`config.mk`:
```
export PLATFORM = sky130hd
export DESIGN_NAME = maxnet_sequencer_flat
export DESIGN_NICKNAME = d
export VERILOG_FILES = /design/src/rtl/maxnet_sequencer_if.sv /design/src/rtl/maxnet_sequencer.sv /design/src/flat_wrapper.sv
export SDC_FILE = /design/constraint.sdc
export NUM_CORES = 1
export LEC_CHECK = 0
export ABC_AREA = 1
export CELL_PAD_IN_SITES_DETAIL_PLACEMENT = 1
export CELL_PAD_IN_SITES_GLOBAL_PLACEMENT = 2
export CORE_MARGIN = 4
export CORE_UTILIZATION = 28
export CTS_BUF_LIST = sky130_fd_sc_hd__clkbuf_8
export CTS_CLUSTER_DIAMETER = 100
export DETAILED_ROUTE_END_ITERATION = 10
export GPL_TIMING_DRIVEN = 0
export PLACE_DENSITY_LB_ADDON = 0.3
export SLEW_MARGIN = 10
export SYNTH_ARGS = -nofsm -noshare
export SYNTH_HDL_FRONTEND = slang
export SYNTH_SLANG_ARGS = --single-unit
export TNS_END_PERCENT = 20
```
`constraint.sdc`:
```
create_clock -name clk -period 2.8 [get_ports clk]
set_clock_uncertainty 0.1 [all_clocks]
set_input_delay 0.7 -clock clk [delete_from_list [all_inputs] [get_ports clk]]
set_output_delay 0.7 -clock clk [all_outputs]
set_load 0.01 [all_outputs]
```
`src/rtl/maxnet_sequencer_if.sv`:
```
// Handshake and status bundle between the MaxNet sequencer (master) and its FP datapath (slave).
// Optional macro MAXNET_WDOG_EN adds the dp_timeout status line.
interface maxnet_sequencer_if #(
  parameter int unsigned N      = 4,
  parameter int unsigned ITER_W = 6
);
  localparam int unsigned WIN_W = (N > 1) ? $clog2(N) : 1;

  logic              start;
  logic              dp_valid;
  logic [N-1:0]      nonzero;
  logic              ld_init;
  logic              dp_start;
  logic              ld_act;
  logic              busy;
  logic              done;
  logic [WIN_W-1:0]  winner;
  logic              no_winner;
  logic              iter_limit;
  logic [ITER_W-1:0] iter_cnt;
`ifdef MAXNET_WDOG_EN
  logic              dp_timeout;
`endif

  modport master (
    input  start, dp_valid, nonzero,
`ifdef MAXNET_WDOG_EN
    output dp_timeout,
`endif
    output ld_init, dp_start, ld_act, busy, done, winner, no_winner, iter_limit, iter_cnt
  );

  modport slave (
    output start, dp_valid, nonzero,
`ifdef MAXNET_WDOG_EN
    input  dp_timeout,
`endif
    input  ld_init, dp_start, ld_act, busy, done, winner, no_winner, iter_limit, iter_cnt
  );
endinterface

```
`src/rtl/maxnet_sequencer.sv`:
```
// Control FSM for the 4-input floating-point MaxNet: load, iterate lateral inhibition, report winner.
// Optional macro MAXNET_WDOG_EN adds a WAIT-state watchdog and the dp_timeout flag.
module maxnet_sequencer #(
  parameter int unsigned N        = 4,
  parameter int unsigned MAX_ITER = 32,
  parameter int unsigned ITER_W   = 6
`ifdef MAXNET_WDOG_EN
  , parameter int unsigned WDOG_CYCLES = 64
`endif
) (
  input  logic                clk,
  input  logic                rst,
  maxnet_sequencer_if.master  bus
);
  localparam int unsigned       WIN_W    = (N > 1) ? $clog2(N) : 1;
  localparam int unsigned       POP_W    = $clog2(N + 1);
  localparam logic [ITER_W-1:0] ITER_MAX = ITER_W'(MAX_ITER);
`ifdef MAXNET_WDOG_EN
  localparam int unsigned       WDOG_W    = $clog2(WDOG_CYCLES + 1);
  localparam logic [WDOG_W-1:0] WDOG_LAST = WDOG_W'(WDOG_CYCLES - 1);
`endif

  typedef enum logic [2:0] {
    S_IDLE, S_LOAD, S_ISSUE, S_WAIT, S_UPDATE, S_CHECK, S_DONE
  } state_e;

  state_e            state_q;
  logic              ld_init_q, dp_start_q, ld_act_q, busy_q, done_q;
  logic              no_winner_q, iter_limit_q;
  logic [WIN_W-1:0]  winner_q;
  logic [ITER_W-1:0] iter_cnt_q;
  logic [POP_W-1:0]  pop_d;
  logic [WIN_W-1:0]  low_idx_d;
`ifdef MAXNET_WDOG_EN
  logic              dp_timeout_q;
  logic [WDOG_W-1:0] wdog_q;
`endif

  // Survivor count and lowest surviving index (scan high to low so the lowest wins).
  always_comb begin
    pop_d     = '0;
    low_idx_d = '0;
    for (int i = int'(N) - 1; i >= 0; i--) begin
      if (bus.nonzero[i]) begin
        pop_d     = pop_d + POP_W'(1);
        low_idx_d = WIN_W'(i);
      end
    end
  end

  always_ff @(posedge clk) begin
    if (rst) begin
      state_q      <= S_IDLE;
      ld_init_q    <= 1'b0;
      dp_start_q   <= 1'b0;
      ld_act_q     <= 1'b0;
      busy_q       <= 1'b0;
      done_q       <= 1'b0;
      no_winner_q  <= 1'b0;
      iter_limit_q <= 1'b0;
      winner_q     <= '0;
      iter_cnt_q   <= '0;
`ifdef MAXNET_WDOG_EN
      dp_timeout_q <= 1'b0;
      wdog_q       <= '0;
`endif
    end else begin
      ld_init_q  <= 1'b0;
      dp_start_q <= 1'b0;
      ld_act_q   <= 1'b0;
      case (state_q)
        // Flags and counter clear on entry so they already read 0 while ld_init is high.
        S_IDLE, S_DONE: begin
          if (bus.start) begin
            state_q      <= S_LOAD;
            ld_init_q    <= 1'b1;
            busy_q       <= 1'b1;
            done_q       <= 1'b0;
            no_winner_q  <= 1'b0;
            iter_limit_q <= 1'b0;
            winner_q     <= '0;
            iter_cnt_q   <= '0;
`ifdef MAXNET_WDOG_EN
            dp_timeout_q <= 1'b0;
`endif
          end
        end
        S_LOAD: begin
          state_q    <= S_ISSUE;
          dp_start_q <= 1'b1;
`ifdef MAXNET_WDOG_EN
          wdog_q     <= '0;
`endif
        end
        S_ISSUE: state_q <= S_WAIT;
        S_WAIT: begin
          if (bus.dp_valid) begin
            state_q  <= S_UPDATE;
            ld_act_q <= 1'b1;
          end
`ifdef MAXNET_WDOG_EN
          else if (wdog_q == WDOG_LAST) begin
            state_q      <= S_DONE;
            busy_q       <= 1'b0;
            done_q       <= 1'b1;
            winner_q     <= '0;
            dp_timeout_q <= 1'b1;
          end else begin
            wdog_q <= wdog_q + WDOG_W'(1);
          end
`endif
        end
        S_UPDATE: begin
          state_q <= S_CHECK;
          if (iter_cnt_q != ITER_MAX) iter_cnt_q <= iter_cnt_q + ITER_W'(1);
        end
        // nonzero now reflects the activations committed during UPDATE.
        S_CHECK: begin
          if (pop_d == POP_W'(1)) begin
            state_q  <= S_DONE;
            busy_q   <= 1'b0;
            done_q   <= 1'b1;
            winner_q <= low_idx_d;
          end else if (pop_d == '0) begin
            state_q     <= S_DONE;
            busy_q      <= 1'b0;
            done_q      <= 1'b1;
            no_winner_q <= 1'b1;
            winner_q    <= '0;
          end else if (iter_cnt_q == ITER_MAX) begin
            state_q      <= S_DONE;
            busy_q       <= 1'b0;
            done_q       <= 1'b1;
            iter_limit_q <= 1'b1;
            winner_q     <= low_idx_d;
          end else begin
            state_q    <= S_ISSUE;
            dp_start_q <= 1'b1;
`ifdef MAXNET_WDOG_EN
            wdog_q     <= '0;
`endif
          end
        end
        default: state_q <= S_IDLE;
      endcase
    end
  end

  assign bus.ld_init    = ld_init_q;
  assign bus.dp_start   = dp_start_q;
  assign bus.ld_act     = ld_act_q;
  assign bus.busy       = busy_q;
  assign bus.done       = done_q;
  assign bus.winner     = winner_q;
  assign bus.no_winner  = no_winner_q;
  assign bus.iter_limit = iter_limit_q;
  assign bus.iter_cnt   = iter_cnt_q;
`ifdef MAXNET_WDOG_EN
  assign bus.dp_timeout = dp_timeout_q;
`endif

endmodule

```
`src/flat_wrapper.sv`:
```
// flat-port wrapper written by rule: the top's interface ports become plain ports
module maxnet_sequencer_flat 
#(
  parameter int unsigned N        = 4,
  parameter int unsigned MAX_ITER = 32,
  parameter int unsigned ITER_W   = 6

)
  (clk, rst, bus_start, bus_dp_valid, bus_nonzero, bus_ld_init, bus_dp_start, bus_ld_act, bus_busy, bus_done, bus_winner, bus_no_winner, bus_iter_limit, bus_iter_cnt);
  maxnet_sequencer_if #(.N(N), .ITER_W(ITER_W)) bus_i ();
  input  logic clk;
  input  logic rst;
  input wire logic [$bits(bus_i.start)-1:0] bus_start;
  input wire logic [$bits(bus_i.dp_valid)-1:0] bus_dp_valid;
  input wire logic [$bits(bus_i.nonzero)-1:0] bus_nonzero;
  output wire logic [$bits(bus_i.ld_init)-1:0] bus_ld_init;
  output wire logic [$bits(bus_i.dp_start)-1:0] bus_dp_start;
  output wire logic [$bits(bus_i.ld_act)-1:0] bus_ld_act;
  output wire logic [$bits(bus_i.busy)-1:0] bus_busy;
  output wire logic [$bits(bus_i.done)-1:0] bus_done;
  output wire logic [$bits(bus_i.winner)-1:0] bus_winner;
  output wire logic [$bits(bus_i.no_winner)-1:0] bus_no_winner;
  output wire logic [$bits(bus_i.iter_limit)-1:0] bus_iter_limit;
  output wire logic [$bits(bus_i.iter_cnt)-1:0] bus_iter_cnt;
  assign bus_i.start = bus_start;
  assign bus_i.dp_valid = bus_dp_valid;
  assign bus_i.nonzero = bus_nonzero;
  assign bus_ld_init = bus_i.ld_init;
  assign bus_dp_start = bus_i.dp_start;
  assign bus_ld_act = bus_i.ld_act;
  assign bus_busy = bus_i.busy;
  assign bus_done = bus_i.done;
  assign bus_winner = bus_i.winner;
  assign bus_no_winner = bus_i.no_winner;
  assign bus_iter_limit = bus_i.iter_limit;
  assign bus_iter_cnt = bus_i.iter_cnt;
  maxnet_sequencer #(.N(N), .MAX_ITER(MAX_ITER), .ITER_W(ITER_W)) u_core (.clk(clk), .rst(rst), .bus(bus_i));
endmodule
```
# Word-level counts from Yosys, hierarchy flattened
# Cells that the tools add are included.
# word_totals
register_bits	18
latch_bits	0
ramBits	0
rom_bits	0
input_bits	8
elab_cells	89
mem_count	0
# op_classes
add_sub_neg	4
multipliers	0
div	0
magnitude_cmp	0
eq_ne	17
n_shift	0
muxes	44
bitwise_logic	2
n_reduce_logical	12
# ops
operator	n
3-bit two-way mux	8
1-bit two-way mux	18
3-bit one-hot mux with 6 select lines	1
2-bit two-way mux	8
6-bit two-way mux	2
6-bit one-hot mux with 2 select lines	1
1-bit one-hot mux with 2 select lines	5
3-bit equality test, second input constant	3
2-bit != test, second input constant	4
3-bit by 1-bit adder with 3-bit output, second input constant	2
6-bit by 1-bit adder with 6-bit output, second input constant	1
3-bit by 1-bit equality test with 1-bit output, second input constant	2
3-bit by 2-bit equality test with 1-bit output, second input constant	2
6-bit equality test, second input constant	1
3-bit zero test	2
2-bit by 1-bit != test with 1-bit output, second input constant	3
6-bit != test, second input constant	1
3-bit AND reduction	2
2-bit OR reduction	3
5-bit AND reduction	1
4-bit by 1-bit != test with 1-bit output, second input constant	1
2-bit one-hot mux with 2 select lines	1
4-bit AND reduction	1
2-bit nonzero test	2
other kinds (3)	4

# Logic depth before layout (Yosys ltp)
# depth
word_depth	11
mapped_depth	18
depth_no_buf	18

# Least setup slack after synthesis
# No wires, ideal clock.
# synth_path
kind	input to register
start	in bus_nonzero[2]
end	reg u_core.winner_q[1] (netlist: u_core.bus.winner[1])
setup_time_ps	113
arrival_time_ps	2235
t_required_ps	2587
path_slack_ps	352
cell_stages	16
n_path_buf	0
cell_sequence	inv_1 ha_1 inv_1 nand2_1 nand2_1 inv_1 ha_1 or2_0 nand2_1 nand2_2 nand2_2 nand2_4 inv_2 nand2_1 nand2_1 nor2_1
# synth_between
elab_chain_cells	9
elab_cells_between_ends	16
# synth_rtl
item	line	source
from (decl)	flat_wrapper.sv:15	input wire logic [$bits(bus_i.nonzero)-1:0] bus_nonzero;
3-bit two-way mux	maxnet_sequencer.sv:44	if (bus.nonzero[i]) begin
3-bit by 1-bit adder with 3-bit output	maxnet_sequencer.sv:45	pop_d = pop_d + POP_W'(1);
3-bit two-way mux	maxnet_sequencer.sv:44	
3-bit by 1-bit adder with 3-bit output	maxnet_sequencer.sv:45	
3-bit two-way mux	maxnet_sequencer.sv:44	
3-bit zero test	maxnet_sequencer.sv:124	end else if (pop_d == '0) begin
2-bit two-way mux	maxnet_sequencer.sv:124	
2-bit two-way mux	maxnet_sequencer.sv:119	if (pop_d == POP_W'(1)) begin
2-bit one-hot mux with 2 select lines	maxnet_sequencer.sv:71	case (state_q)
to (signal assigned)	maxnet_sequencer.sv:123	winner_q <= low_idx_d;
to (signal assigned)	maxnet_sequencer.sv:135	winner_q <= low_idx_d;
to (decl)	maxnet_sequencer.sv:30	logic [WIN_W-1:0] winner_q;
# Several ways; a longest one is shown, not always the timed one. The select of a mux whose other input is x is not followed.
# A chain may end at the register's enable or synchronous reset.

# Final worst setup path
# layout_path
start	in bus_nonzero[1]
end	reg u_core.winner_q[1] (netlist: u_core.bus.winner[1])
# layout_between
elab_chain_cells	7
elab_cells_between_ends	13
# layout_rtl
item	line
3-bit two-way mux	maxnet_sequencer.sv:44
3-bit by 1-bit adder with 3-bit output	maxnet_sequencer.sv:45
3-bit two-way mux	maxnet_sequencer.sv:44
3-bit zero test	maxnet_sequencer.sv:124
2-bit two-way mux	maxnet_sequencer.sv:124
2-bit two-way mux	maxnet_sequencer.sv:119
2-bit one-hot mux with 2 select lines	maxnet_sequencer.sv:71
# Several ways; a longest one is shown, not always the timed one. The select of a mux whose other input is x is not followed.

==> results.json <==
{
  "status": "finished, final reports clean",
  "hold_depth": 2,
  "grtUsageTotal_pct": 12.43,
  "ys_seq_area_share_pct": 32.21,
  "cp_num_buf_inv": 4,
  "rr_worst_depth": 10,
  "final_cell_count_no_fill": 240,
  "clock_latency_ns": 0.25,
  "finalCriticalPeriod_ns": 2.508,
  "cts_buffers": 3,
  "power.leakage_nw": 0.6861,
  "start_kind": "primary input",
  "maxSlewHeadroom_pct": 67.49,
  "hold_viol_final": 0,
  "start_util_pct": 29.66,
  "portBuffers": 21,
  "grt_overflow": 0,
  "clk_pin_slew_worst_paths_ns": 0.07,
  "crit_slowest_cell": "clkdlybuf4s50_1",
  "die-area_um2": 5070,
  "holdWs_ns": 0.3740,
  "drt-total-wl_mm": 2.837,
  "period_share_pct": 89.56,
  "crit_path_end_kind": "flip-flop",
  "post_cts_buffers": 0,
  "finalNetCount": 208,
  "crit_chain": "clkdlybuf4s50_1 > inv_1 > nand2_1 > nand2_1 > inv_1 > ha_1 > or2_0 > nand2_2 > nand2_4 > nand2_2 > nand2_4 > inv_2 > nand2_1 > nand2_1 > nor2_1",
  "r2r_start": "u_core.bus.iter_cnt[0]",
  "htreeDepth": 1,
  "drc": 0,
  "synthDistinctLibCells": 24,
  "grt_pass1_wl_mm": 5.168,
  "clock-root-buffer": "clkbuf_8",
  "rr_endpoint": "u_core.bus.iter_cnt[2]",
  "setup_tns_ns": 0,
  "drive_gt1_share_pct": 14.58,
  "die_w_um": 71.21,
  "cts_sinks": 18,
  "rsz0062_at_grt": "false",
  "setup_viol": 0,
  "io_pins": 23,
  "postCtsHoldBufs": 0,
  "post_drt_wl_per_cell_um": 11.82,
  "die_height_um": 71.21,
  "routabilityCongestion": 0.8386,
  "yosysWarnings": 0,
  "min-delay-start": "u_core.bus.iter_limit",
  "firstDrtPassIters": 3,
  "worstMarginPinSlew_ns": 0.4877,
  "synth_top_area_share_pct": 32.21,
  "synth_nets": 182,
  "worst-path-max-fanout": 6,
  "antenna_found_initial": 0,
  "vdd_drop_max_v": 0.0001652,
  "drt_iter0_drc": 23,
  "slowest_delay_ns": 0.52,
  "ant_nets": 0,
  "worstSetupPathType": "in2reg",
  "crit_arrival_ns": 2.56,
  "holdPathEnd": "u_core.bus.iter_limit",
  "final_max_slew_viol_count": 0,
  "synthArstFlopShare_pct": 0,
  "clk_path_buf_depth": 2,
  "antenna_cells": 0,
  "synth-edff-count": 0,
  "clock.fmax_mhz": 398.8,
  "vias_per_cell": 4.596,
  "dr_total_vias": 1103,
  "hold_path.class": "reg2reg",
  "crit_top_cell": "nand2_1",
  "crit_required_ns": 2.85,
  "coreArea_um2": 3771,
  "num_rows": 22,
  "synth_flop_cell": "dfxtp_1",
  "cts_tree": "yes",
  "synthesis.area_um2": 1119,
  "ys_seq_elements": 18,
  "dp_cells": 236,
  "synth_area_per_cell_um2": 6.698,
  "synthCells": 167,
  "crit_family": "simple AND/OR/NAND/NOR gates",
  "fillers": 471,
  "synth_area_leader_cell": "dfxtp_1",
  "ys_top_cells_by_area": "dfxtp_1, nand2_1, inv_1",
  "maxCapViolCount": 0,
  "hpwl_mm": 2.313,
  "regToRegSetupSlack_ns": 1.17,
  "powerDensity_nw_per_um2": 507.6,
  "grt_max_degree": 11,
  "area_delta_synth_final_pct": 31.77,
  "first_global_vias": 1146
}
synth_stat cells (2+ instances only):
| cell | instances |
|---|---|
| nor3_1 | 2 |
| inv_1 | 26 |
| nand2_1 | 42 |
| ha_1 | 7 |
| nor2_4 | 2 |
| a21oi_1 | 10 |
| a21oi_2 | 2 |
| nand4_1 | 3 |
| inv_2 | 5 |
| nor2_1 | 18 |
| nand2_2 | 6 |
| nand3_1 | 11 |
| dfxtp_1 | 18 |
| nand2_4 | 2 |
| o21ai_1 | 3 |
| o21ai_0 | 2 |
per-layer routing:
layer / part of all wire, % / wire (µm) / GRT usage, %
met5: 0 / 0 / 0
met4: 1.9 / 54 / 5.637
met3: 4.2 / 118 / 2.699
met1: 46 / 1308 / 15.36
met2: 48 / 1356 / 20.51
where the power goes:
group	switching [mW]	total [mW]	internal, mW
logic	0.137	0.231	0.0936
clock network	0.0901	0.215	0.125
registers	0.0226	0.302	0.279
total	0.250	0.748	0.498
layout make-up:
cell class	count	area, µm²	area share [%]
Buffer	1	3.754	0.2547
Clock buffer	4	55.05	3.735
Timing Repair Buffer	21	215.2	14.60
Tap cell	48	60.06	4.075
Inverter	31	116.4	7.895
Sequential cell	18	360.3	24.45
Multi-Input combinational cell	117	663.1	44.99
layout by cell type, fill, tap and decap left out:
cell type	instances
or2_0	1
o21ai_1	3
clkbuf_8	4
nand2_4	4
a21oi_1	10
o211ai_1	1
a21oi_2	2
nand2_1	41
nand3_4	1
dlymetal6s2s_1	2
ha_1	6
ha_4	1
nor2_1	18
nand3_1	11
nor3_1	2
clkbuf_1	1
a211oi_1	1
inv_1	24
clkdlybuf4s50_1	19
xor2_1	1
nand2_2	5
nand3_2	1
nor2_4	2
nand4_1	3
o21ai_2	1
inv_2	7
dfxtp_1	18
o21ai_0	2
per-stage QoR:
stage / cell area, µm² / total power [mW] / setup WS [ns] / util, %
finish: 1474 / 0.7481 / 0.2923 / 39.08
global route: 1474 / 0.8095 / 0.1304 / 39.08
CTS: 1456 / 0.7627 / 0.001826 / 38.62
detailed placement: 1389 / 0.5367 / -0.3587 / 36.83
global placement: 1389 / 0.5280 / -0.2753 / 36.83
floorplan: 1119 / 0.4507 / 0.3520 / -
worst reg2reg max path, cell delays in order (launching register included):
cell and delay (ns):
dfxtp_1 0.45, inv_1 0.07, ha_1 0.19, nand2_1 0.12, nor2_4 0.06, nand2_1 0.10, nand3_4 0.13, inv_2 0.13
nand3_1 0.07, nand2_1 0.07, nor2_1 0.04
cells by family (layout without fill, tap and decap cells):
family                     after synthesis  in the layout  synth area share [%]
DFF                                     18             18                 32.22
AOI/OAI and AO/OA                       20             20                 10.40
and+or+nand+nor                         89             89                 38.03
adders and majority gates                7              7                 7.830
xor gates and xnor gates                 1              1                0.7831
buffers and inverters                   32             57                 10.74
how the worst max path moves through the flow:
stage          slack [ns]  cells past startpoint      startpoint                    to
2_1_floorplan        0.35                     16  bus_nonzero[2]  u_core.bus.winner[1]
3_3_place_gp        -0.28                     17  bus_nonzero[2]  u_core.bus.winner[1]
3_5_place_dp        -0.36                     17  bus_nonzero[2]  u_core.bus.winner[1]
4_1_cts             0.002                     17  bus_nonzero[2]  u_core.bus.winner[1]
5_1_grt              0.13                     14  bus_nonzero[1]  u_core.bus.winner[1]
6_report             0.29                     15  bus_nonzero[1]  u_core.bus.winner[1]
what timing repair did:
action,4_1_cts,5_1_grt
pin swaps,0,1
cloned,0,0
gates resized for setup,1,7
setup endpoints to repair,5,8
sequential cells by signal, summed over array words and instances, names as in the netlist:
name / count
u_core.bus.iter_cnt: 6
u_core.bus.winner: 2
u_core.bus.ld_act: 1
u_core.bus.iter_limit: 1
u_core.bus.done: 1
u_core.bus.ld_init: 1
u_core.bus.no_winner: 1
u_core.bus.dp_start: 1
u_core.bus.busy: 1
u_core.state_q: 3
Note: power is estimated with default switching activity, not from simulation.
==> edit, RTL diff (same settings) <==
Re-encode `state_e` (7 states) as one-hot, 7 bits wide.
--- a/src/rtl/maxnet_sequencer.sv
+++ b/src/rtl/maxnet_sequencer.sv
@@ -21,6 +21,6 @@
 `endif
 
-  typedef enum logic [2:0] {
-    S_IDLE, S_LOAD, S_ISSUE, S_WAIT, S_UPDATE, S_CHECK, S_DONE
+  typedef enum logic [6:0] {
+    S_IDLE = 7'b0000001, S_LOAD = 7'b0000010, S_ISSUE = 7'b0000100, S_WAIT = 7'b0001000, S_UPDATE = 7'b0010000, S_CHECK = 7'b0100000, S_DONE = 7'b1000000
   } state_e;
 
Check against the original RTL: no difference found for any inputs over 10 cycles, from zero or initial values and one cycle with rst high; not proved beyond that.
==> edit against the unedited design <==
Routed wire length up 16%; design area rose by 15%; critical endpoint unchanged; non-clock buffer count is 1 higher; synthesized area rose by 20%; worst setup slack improved by 0.016 ns; highest routed layer unchanged; register-to-register slack worse by 0.03 ns; clock power shrank 8%; total power grew 0.43%; synthesized cell count is 20% higher; sequential cell count increased by 4.
==> edit: results <==
export IMPL_grt_pass1_vias=1281
export IMPL_internal_power_mw=0.514
export IMPL_seq_share_pct=26.1
export IMPL_placed_cell_area_um2=1620
export IMPL_multiInputGateArea_um2=816
export IMPL_synth_area_leaders="dfxtp_1 33%, nand2_1 15%, nor2_1 8.4%"
export IMPL_grt_util_all_layers_pct=12.4
export IMPL_num_nonclk_inverters=28
export IMPL_slowest_stage="ha_4"
export IMPL_nNetsFinal=242
export IMPL_synth_nets=216
export IMPL_yosysUniqueCellTypes=23
export IMPL_grt_pass1_wl_um=5950
export IMPL_place_congestion=0.763
export IMPL_clock_area_share_pct=2.44
export IMPL_final_nonclk_buf_share_pct=13.0
export IMPL_p_leak_nw=0.767
export IMPL_fillers=579
export IMPL_irDropWorstVdd_mv=0.176
export IMPL_drt_iter0_markers=40
export IMPL_tightest_slew_ns=0.549
export IMPL_nMultiInputCombCells=149
export IMPL_postLayoutCoreUtil_pct=37.5
export IMPL_coreArea_um2=4500
export IMPL_status="finished clean"
export IMPL_crit_fanout=3
export IMPL_p_seq_share_pct=45.8
export IMPL_crit_arrival_ns=2.55
export IMPL_place_ws_ns=-0.347
export IMPL_switching_share_pct=31.6
export IMPL_clock_buffers=3
export IMPL_dp_hpwl_um=2650
export IMPL_buffers_excl_clock=23
export IMPL_ys_seq_area_share_pct=32.8
export IMPL_totalWireLength_um=3290
## edit: changes by cell type in the layout (fill, tap and decap cells not counted), moves of 3 or more
cell	unedited run	this run
a21oi_1	10	13
dfxtp_1	18	22
inv_2	7	4
o21ai_1	3	0
nand2_1	41	50
nor2_1	18	30
nor2_2	0	3
nand3_1	11	16
## edit: what timing repair did
| action | in CTS | in global routing |
|---|---|---|
| setup buffers | 0 | 0 |
| pin swaps | 1 | 2 |
| gates resized for setup | 3 | 5 |
| setup endpoints to repair | 2 | 7 |
## edit: metrics by stage
stage          TNS, ns  std cells
4_1_cts              0        277
5_1_grt              0        277
2_1_floorplan        0        201
6_report             0        277
3_5_place_dp     -2.29        274
3_3_place_gp     -1.92        274
## edit: worst register-to-register path, cell delays in order, from the launching register on
cell and delay (ns):
dfxtp_1 0.36, inv_1 0.14, ha_1 0.16, nand2_1 0.07, nor2_1 0.26, nor2_1 0.13
nand2_4 0.10, nand3_2 0.08, nor2_1 0.11, nor2_1 0.05
## edit: kinds of logic after synthesis
family	Yosys count	synth area share, %
compound gates	13	4.84
xor+xnor	1	0.652
fa+ha+maj	7	6.52
buf+inv	30	8.57
flops	22	32.8
simple gates	128	46.6
## edit: final timing paths
kind | from | end | slack (ns) | cells past startpoint
setup / recovery | bus_nonzero[3] | u_core.bus.winner[1] | 0.31 | 14
hold / removal | u_core.bus.no_winner | u_core.bus.no_winner | 0.35 | 2
setup reg to reg | u_core.bus.iter_cnt[0] | u_core.bus.winner[1] | 1.14 | 9
hold reg to reg | u_core.bus.no_winner | u_core.bus.no_winner | 0.35 | 2
## edit: metal layers
metal / GRT usage [%] / routed length (µm)
met5: 0 / 0
met4: 3.74 / 46
met3: 3.04 / 126
met2: 20.2 / 1460
met1: 16.0 / 1650
